===== config.mk =====
export PLATFORM = sky130hd
export DESIGN_NAME = hazard_scoreboard
export DESIGN_NICKNAME = d
export VERILOG_FILES = /design/src/rtl/hazard_scoreboard.sv
export SDC_FILE = /design/constraint.sdc
export NUM_CORES = 1
export LEC_CHECK = 0
export CAP_MARGIN = 10
export CORE_UTILIZATION = 40
export DETAILED_ROUTE_END_ITERATION = 10
export PLACE_DENSITY = 0.92
export SKIP_LAST_GASP = 1
export SLEW_MARGIN = 10
export SYNTH_ARGS = -nofsm -noshare
export SYNTH_HDL_FRONTEND = slang
export SYNTH_SLANG_ARGS = --single-unit

===== constraint.sdc =====
create_clock -name clk -period 3.1 [get_ports clk]
set_input_delay 0.465 -clock clk [delete_from_list [all_inputs] [get_ports clk]]
set_output_delay 0.465 -clock clk [all_outputs]
set_load 0.02 [all_outputs]

===== src/rtl/hazard_scoreboard.sv =====
// Hazard scoreboard: tracks in-flight GPR writes, forwards operands, raises load-use and mult/div stalls.
// Latency: forwarding is combinational (0 cycles); records advance one stage per non-frozen cycle.
// Backpressure: freeze (ext_hold | md_busy) holds all records and refuses issue; load-use holds ID and bubbles EX.
module hazard_scoreboard #(
    parameter int DATA_W           = 32,
    parameter int REG_ADDR_W       = 5,
    parameter int NUM_RD_PORTS     = 2,
    parameter int FWD_STAGES       = 3,
    parameter int LOAD_READY_STAGE = 1,
    parameter int MD_LAT           = 32
) (
    input  logic                             clk,
    input  logic                             rst,
    input  logic                             issue_valid,
    input  logic                             issue_we,
    input  logic [REG_ADDR_W-1:0]            issue_waddr,
    input  logic                             issue_load,
    input  logic                             issue_md,
    input  logic                             flush,
    input  logic                             ext_hold,
    input  logic [NUM_RD_PORTS*REG_ADDR_W-1:0] rd_addr,
    input  logic [NUM_RD_PORTS*DATA_W-1:0]   rf_rdata,
    input  logic [FWD_STAGES*DATA_W-1:0]     stage_wdata,
    output logic [NUM_RD_PORTS*DATA_W-1:0]   fwd_rdata,
    output logic                             stallreq,
    output logic                             bubble_ex,
    output logic                             freeze,
    output logic                             md_busy,
    output logic [31:0]                      stall_cnt
);

    localparam int MD_W = $clog2(MD_LAT + 1);
    localparam logic [MD_W-1:0] MD_LOAD = MD_W'(MD_LAT);

    // Per-stage in-flight write records; index 0 is EX (youngest).
    logic [FWD_STAGES-1:0]   v_q, v_d;
    logic [FWD_STAGES-1:0]   we_q, we_d;
    logic [FWD_STAGES-1:0]   load_q, load_d;
    logic [REG_ADDR_W-1:0]   waddr_q [FWD_STAGES];
    logic [REG_ADDR_W-1:0]   waddr_d [FWD_STAGES];
    logic [MD_W-1:0]         md_cnt_q, md_cnt_d;
    logic [31:0]             stall_cnt_q, stall_cnt_d;

    logic [NUM_RD_PORTS-1:0] load_use_port;
    logic                    load_use;
    logic                    accept;

    // Forwarding mux: walk oldest to youngest so the youngest match overrides; r0 is never forwarded.
    always_comb begin
        fwd_rdata     = rf_rdata;
        load_use_port = '0;
        for (int p = 0; p < NUM_RD_PORTS; p++) begin
            for (int i = FWD_STAGES - 1; i >= 0; i--) begin
                if (v_q[i] && we_q[i]
                    && (waddr_q[i] == rd_addr[p*REG_ADDR_W +: REG_ADDR_W])
                    && (rd_addr[p*REG_ADDR_W +: REG_ADDR_W] != '0)) begin
                    fwd_rdata[p*DATA_W +: DATA_W] = stage_wdata[i*DATA_W +: DATA_W];
                    load_use_port[p] = load_q[i] && (i < LOAD_READY_STAGE);
                end
            end
        end
    end

    assign load_use  = issue_valid && (|load_use_port);
    assign md_busy   = (md_cnt_q != '0);
    assign freeze    = ext_hold || md_busy;
    assign stallreq  = load_use || freeze;
    assign bubble_ex = load_use && !freeze;
    // Flush only blocks acceptance; it never cancels a stall.
    assign accept    = issue_valid && !load_use && !flush && !freeze;
    assign stall_cnt = stall_cnt_q;

    // Next-state for records, mult/div counter and stall counter.
    always_comb begin
        v_d         = v_q;
        we_d        = we_q;
        load_d      = load_q;
        waddr_d     = waddr_q;
        md_cnt_d    = md_cnt_q;
        stall_cnt_d = stall_cnt_q;

        if (!freeze) begin
            for (int i = 1; i < FWD_STAGES; i++) begin
                v_d[i]     = v_q[i-1];
                we_d[i]    = we_q[i-1];
                load_d[i]  = load_q[i-1];
                waddr_d[i] = waddr_q[i-1];
            end
            v_d[0]     = accept;
            we_d[0]    = issue_we;
            load_d[0]  = issue_load;
            waddr_d[0] = issue_waddr;
        end

        // Counter runs down independently of ext_hold once started.
        if (md_cnt_q != '0) begin
            md_cnt_d = md_cnt_q - 1'b1;
        end else if (accept && issue_md) begin
            md_cnt_d = MD_LOAD;
        end

        if (stallreq && (stall_cnt_q != 32'hFFFF_FFFF)) begin
            stall_cnt_d = stall_cnt_q + 32'd1;
        end
    end

    // State registers with synchronous reset; reset clears every pending record and counter.
    always_ff @(posedge clk) begin
        if (rst) begin
            v_q         <= '0;
            we_q        <= '0;
            load_q      <= '0;
            md_cnt_q    <= '0;
            stall_cnt_q <= '0;
            for (int i = 0; i < FWD_STAGES; i++) begin
                waddr_q[i] <= '0;
            end
        end else begin
            v_q         <= v_d;
            we_q        <= we_d;
            load_q      <= load_d;
            md_cnt_q    <= md_cnt_d;
            stall_cnt_q <= stall_cnt_d;
            for (int i = 0; i < FWD_STAGES; i++) begin
                waddr_q[i] <= waddr_d[i];
            end
        end
    end

endmodule


==> run metrics, run 1 <==
core area=12200 um^2; leak pwr=3.48 nW; Net Sw Frac=33.6%; Area Growth Syn to Fin=85.8%; RSZ-0062 raised after global routing=true; final setup fails=45; clk_lat worst skew=0.32 ns; final RePlAce weighted congestion=roughly 1.0; DP Wirelength=17.6 mm; required time of the critical path=2.63 ns; Unique masters post-synth=42; Worst Hold Class=flip-flop to flip-flop; Post-Syn Instances=about 700; CTS Buffer Depth=2; share of cells above drive strength 1=between 20% and 30%; count of pins over their slew limit=0; top-area cell type share of the netlist area=23.7%; pin count of the biggest net entering global routing=37; Reg power frac=between 20% and 30%; clock buffer count from CTS=9; Synthesized Nets=892; Post-route DRC=0; DR iter-0 viols=897; Routed Antenna Nets=0; Post-Layout Cell Count=1241; Final min period=3.28 ns; top cell type by total area after synthesis=dfxtp_1; setup slack, reg-to-reg=~0.11 ns; Slew headroom=56.2%; H-tree Lvls=3; Pre-Repair DR Iteration Count=6; Core Rows=40; Fin. Hold Viols=0; Die ar.=about 13000 um^2; Max VDD drop=0.000289 V; vias per std cell=approximately 6; final net count=about 1300; Comb power frac=about two fifths; Internal Power=between 2 and 2.5 mW; failing checks=negative setup slack; Switch Pwr=1.05 mW; Setup TNS=-3.05 ns; Sink Count=60; number of buffers added on ports=282; clk root buf=clkbuf_16; max_cap viols=0; clk_skew=~0.0083 ns; area of the mapped netlist=5060 um^2; Post-CTS Hold Fix Bufs=0; initial antenna violation count=4; WS Path Type=flip-flop to output pin; crit end category=output pin; vias in the first global route=6671; vias=7482; mean post-synth cell area=7.16 um^2; element type at the critical path start=flip-flop; Clock Power Share=30.5%; pre-CTS setup slack=-0.693 ns; Global Route Usage Sum=between 30% and 40%; Routed WL=27.4 mm; Synth area leaders=dfxtp_1 24%, mux2i_1 13%, nand2_1 12%; Die X=114 um; clk slew on worst S/H paths=0.05 ns; worst-margin pin slew=0.657 ns; Arr. time, crit path=2.81 ns; io pins=283; Crit Path Max Fanout=5; Die Height=114 um; maximum clock frequency=around 0.31 GHz; Synth Warn #=0; status=complete, but fails checks; worst setup margin=-0.176 ns; wire length of the first global-routing pass=~37 mm; Tcrit/Tclk final=106%; CTS tree=built; post-synthesis sequential area ratio=23.7%; Initial Util=41.6%; GRT overflow=0; FF+latch count, synth=60; Power per Cell Area=332 nW/um^2; drt wl/cell=around 22 um; placed cells=1186; final design utilization=77.3%
## area by class of cell
type	count	area, um^2
Antenna cell	2	5.00
Clock buffer	10	239
Clock inverter	3	40.0
Fill cell	737	2760
Inverter	11	41.3
Multi-Input combinational cell	591	3830
Sequential cell	60	1200
Tap cell	168	210
Timing Repair Buffer	396	3830
## cell usage after synthesis, drive strengths merged
cell type and number:
mux2i 64, a21o 2, o211ai 1, nand3b 1
nand2b 2, mux2 36, nand4 13, dfxtp 60
o31ai 7, nand3 14, and3 3, ha 2
xor2 5, xnor2 33, a2111oi 1, a31oi 1
a32oi 1, or3 8, a2111o 1, o21ai 105
inv 11, o22ai 1, nand2 163, nor2b 6
a31o 2, o2111ai 1, buf 12, nor2 32
a21oi 47, and2 3, nor4 6, and4 5
or4 9, a211oi 7, clkbuf 33, nor3 8
o41ai 1
## metal layers
metal | part of all wire, % | up-vias | GRT usage (%)
met5 | 0.099 | - | 0
met4 | 6.9 | 4 | 18.8
met3 | 14 | 182 | 17.7
met2 | 44 | 563 | 58.6
met1 | 35 | 3499 | 41.3
li1 | - | 3234 | -
## worst max-delay path: stages, from the launching register on
cell       delay, ns
dfxtp_1         0.34
xor2_1          0.18
nor2_1          0.14
o2111ai_2       0.18
a2111oi_4       0.37
buf_4           0.21
buf_6           0.13
buf_4           0.12
mux2i_1         0.26
o21ai_1         0.13
mux2_4          0.30
buf_6           0.13
## cell usage in the layout (no fill, tap or decap), types with 11 or more instances in the layout
cell and count:
buf_2 29, o21ai_1 38, nand2_1 162, mux2i_1 56
nand3_1 14, clkdlybuf4s50_1 205, nand4_1 13, a21oi_1 46
mux2_2 27, o21ai_0 65, buf_12 14, xnor2_1 30
inv_1 11, nor2_1 29, dfxtp_1 59, buf_4 89
clkbuf_16 11, buf_6 38
## power groups by stage
stage               registers [mW]  clock network [mW]  logic [mW]
floorplan                    0.938                   0       0.553
global placement             0.931                   0        1.14
detailed placement           0.936                   0        1.18
CTS                          0.923               0.965        1.16
global route                 0.934                1.00        1.33
finish                       0.924               0.952        1.24
## path summary, 6_finish.rpt
check,startpoint,endpoint,cells after the start
max,waddr_q[1]$_SDFFE_PP0N_,fwd_rdata[17],11
min reg2reg,we_q[2]$_SDFFE_PP0N_,we_q[2]$_SDFFE_PP0N_,2
max reg2reg,waddr_q[10]$_SDFFE_PP0N_,stall_cnt[13]$_SDFFE_PP0P_,14
min,we_q[2]$_SDFFE_PP0N_,we_q[2]$_SDFFE_PP0N_,2
## state kept, by name, indices dropped and copies added, names as in the netlist
register,count
v_q,3
we_q,3
load_q,1
md_cnt_q,6
waddr_q,15
stall_cnt,32
## stage by stage
| stage | hold slack (ns) | total power, mW | cell area (um^2) |
|---|---|---|---|
| 5_1_grt | 0.485 | 3.26 | 9400 |
| 6_report | 0.465 | 3.12 | 9410 |
| 3_5_place_dp | 0.451 | 2.11 | 8640 |
| 4_1_cts | 0.457 | 3.05 | 8970 |
| 2_1_floorplan | 0.436 | 1.49 | 5060 |
| 3_3_place_gp | 0.445 | 2.07 | 8640 |
## cells by family after synthesis
kind of cell             count (synthesis)  synth area share, %
multiplexers                           100                 20.7
buffers and inverters                   56                 4.52
adder cells (fa/ha/maj)                  2                0.494
XOR/XNOR                                38                 6.58
flip-flops                              60                 23.7
AO/OA/AOI/OAI                          178                 19.2
AND/OR/NAND/NOR                        273                 24.8
## what timing repair did
action                     CTS  global route
setup endpoints to repair   90            77
resized for setup          301           164
cloned                       3             2
setup buffers               16            25
pin swaps                   15            16
No activity file was read; power rests on OpenSTA's default activity.
==> run 2: changes to the inputs <==
Settings changed: CELL_PAD_IN_SITES_DETAIL_PLACEMENT set to 1, CELL_PAD_IN_SITES_GLOBAL_PLACEMENT set to 1, CORE_UTILIZATION 40 to 26, PLACE_DENSITY 0.92 to 0.9.
==> run 2 against run 1 <==
  * The flow still finishes with violations (negative setup slack)
  * Non-clock buffer count down 4
  * Fmax up 5.6%
  * Highest routed layer is now met4
  * Design area up 1.7%
  * Largest power group unchanged
==> run metrics, run 2 (same netlist as run 1, synthesis figures left out) <==
Crit Path Max Fanout=6 (was 5); Area Growth Syn to Fin=89.0% (was 85.8%); failing checks=negative setup slack (unchanged); number of buffers added on ports=282 (unchanged); DR iter-0 viols=199 (was 897); Die Height=142 um (was 114 um); Post-CTS Hold Fix Bufs=0 (unchanged); clk_lat worst skew=0.33 ns (was 0.32 ns); wire length of the first global-routing pass=39.9 mm (was 36.8 mm); clk_skew=0.00595 ns (was 0.00831 ns); clock buffer count from CTS=9 (unchanged); max_cap viols=0 (unchanged); clk slew on worst S/H paths=0.05 ns (about the same); Post-route DRC=0 (unchanged); most common cell after layout, fill and taps aside=clkdlybuf4s50_1 (unchanged); Net Sw Frac=33.5% (was 33.6%); Pre-Repair DR Iteration Count=4 (was 6); Slew headroom=61.4% (was 56.2%); GRT overflow=0 (unchanged); WS Path Type=input port to output pin (was flip-flop to output pin); Comb power frac=39.3% (was 39.9%); clk root buf=clkbuf_16 (unchanged); vias=6929 (was 7482); io pins=283 (unchanged); required time of the critical path=2.63 ns (about the same); Routed WL=27.3 mm (was 27.4 mm); Tcrit/Tclk final=100% (was 106%); drt wl/cell=20.4 um (was 22.1 um); register area=1210 um^2 (was 1200 um^2); core area=18900 um^2 (was 12200 um^2); count of pins over their slew limit=0 (unchanged); DP Wirelength=19.6 mm (was 17.6 mm); status=complete, but fails checks (unchanged); Die X=142 um (was 114 um); Reg power frac=28.2% (was 29.6%); crit end category=output pin (unchanged); pin count of the biggest net entering global routing=35 (was 37); Global Route Usage Sum=25.7% (was 37.0%); Placed Area=8850 um^2 (was 8640 um^2); Clock Power Share=32.5% (was 30.5%); share of cells above drive strength 1=25.1% (was 24.8%); Fin. Hold Viols=0 (unchanged); Final min period=3.10 ns (was 3.28 ns); vias per std cell=5.20 (was 6.03); worst-margin pin slew=0.578 ns (was 0.657 ns); Routed Antenna Nets=0 (unchanged); Sink Count=60 (unchanged); Final Cell Area=9560 um^2 (was 9410 um^2); Internal Power=2.17 mW (was 2.07 mW); initial antenna violation count=3 (was 4); Max VDD drop=0.000333 V (was 0.000289 V); worst setup margin=-0.00276 ns (was -0.176 ns); Power per Cell Area=341 nW/um^2 (was 332 nW/um^2); final net count=1250 (was 1254); CTS tree=built (unchanged); Die ar.=20000 um^2 (was 13100 um^2); Worst Hold Class=flip-flop to flip-flop (unchanged); vias in the first global route=7404 (was 6671); RSZ-0062 raised after global routing=true (unchanged); final RePlAce weighted congestion=0.867 (was 1.01); Arr. time, crit path=2.64 ns (was 2.81 ns); element type at the critical path start=input port (was flip-flop); maximum clock frequency=0.322 GHz (was 0.305 GHz); H-tree Lvls=3 (unchanged); area of the multi-input gates=3820 um^2 (was 3830 um^2); leak pwr=3.50 nW (was 3.48 nW); final setup fails=5 (was 45); Initial Util=26.8% (was 41.6%); CTS Buffer Depth=2 (unchanged); most frequent cells in the layout=205 x clkdlybuf4s50_1, 162 x nand2_1, 78 x buf_4, 66 x o21ai_0, 61 x mux2i_1 (was 205 x clkdlybuf4s50_1, 162 x nand2_1, 89 x buf_4, 65 x o21ai_0, 59 x dfxtp_1); max FFs per register=32 (unchanged); Core Rows=50 (was 40); total design power=3.26 mW (was 3.12 mW); filler cell count=2274 (was 737); Switch Pwr=1.09 mW (was 1.05 mW)
-- run 2: cell count changes in the layout (fill, tap and decap cells not counted), sizes merged --
cell,change
clkdlybuf4s15,-3
buf,+2
diode,+1
clkbuf,+1
clkinv,-1
dlygate4sd2,-1
clkinvlp,+1
-- run 2: power by group through the flow --
stage	logic [mW]	registers (mW)	clock network [mW]
after floorplan	0.553	0.938	0
after global placement	1.20	0.928	0
after detailed placement	1.24	0.934	0
after CTS	1.24	0.919	1.08
after global routing	1.38	0.931	1.12
final	1.28	0.921	1.06
-- run 2: final cells by class --
type                       count  area share (%)
antenna                        3          0.0785
multi-input combinational    591            40.0
timing repair buffer         392            40.1
clock inverter                 3           0.445
inverter                      11           0.432
tap                          260            3.40
clock buffer                  13            2.93
sequential                    60            12.6
-- run 2: through the flow --
| stage | utilization [%] | cells | setup TNS, ns | setup WS [ns] | hold WS [ns] |
|---|---|---|---|---|---|
| after CTS | 49.6 | 1328 | -0.335 | -0.0657 | 0.476 |
| after global routing | 50.6 | 1333 | -3.63 | -0.161 | 0.498 |
| after detailed placement | 46.9 | 1291 | -74.67 | -1.10 | 0.469 |
| after floorplan | - | 707 | 0 | 0.332 | 0.436 |
| after global placement | 46.9 | 1291 | -69.42 | -0.947 | 0.445 |
| final | 50.6 | 1333 | -0.00937 | -0.00276 | 0.475 |
-- run 2: repair_timing --
item / 4_1_cts / 5_1_grt
setup endpoints to repair: 98 / 71
pin swaps: 18 / 24
buffers inserted: 23 / 3
resized for setup: 392 / 97
hold endpoints to repair: 0 / 0
cloned: 3 / 0
-- run 2: worst paths after layout --
check / slack [ns] / cells after the start / endpoint / start
min: 0.47 / 2 / v_q[2]$_SDFFE_PP0N_ / v_q[2]$_SDFFE_PP0N_
min reg2reg: 0.47 / 2 / v_q[2]$_SDFFE_PP0N_ / v_q[2]$_SDFFE_PP0N_
max: -0.003 / 13 / fwd_rdata[57] / rd_addr[8]
max reg2reg: 0.04 / 11 / stall_cnt[27]$_SDFFE_PP0P_ / waddr_q[11]$_SDFFE_PP0N_
-- run 2: worst max-delay path: stages --
cell and delay [ns]:
clkdlybuf4s15_1 0.23, or4_4 0.52, nor2_4 0.19, buf_6 0.13, nor2_2 0.04, nand4_1 0.10
buf_6 0.16, buf_12 0.14, buf_8 0.13, buf_12 0.11, o21ai_0 0.07, o21ai_0 0.14
buf_2 0.19
-- run 2: metal layers --
metal	global-route usage (%)	vias to the layer above	share of wire, %
met1	26.4	3357	37
li1	-	3233	-
met3	7.42	77	7.4
met4	11.4	0	3.9
met5	0	-	0
met2	48.0	262	52
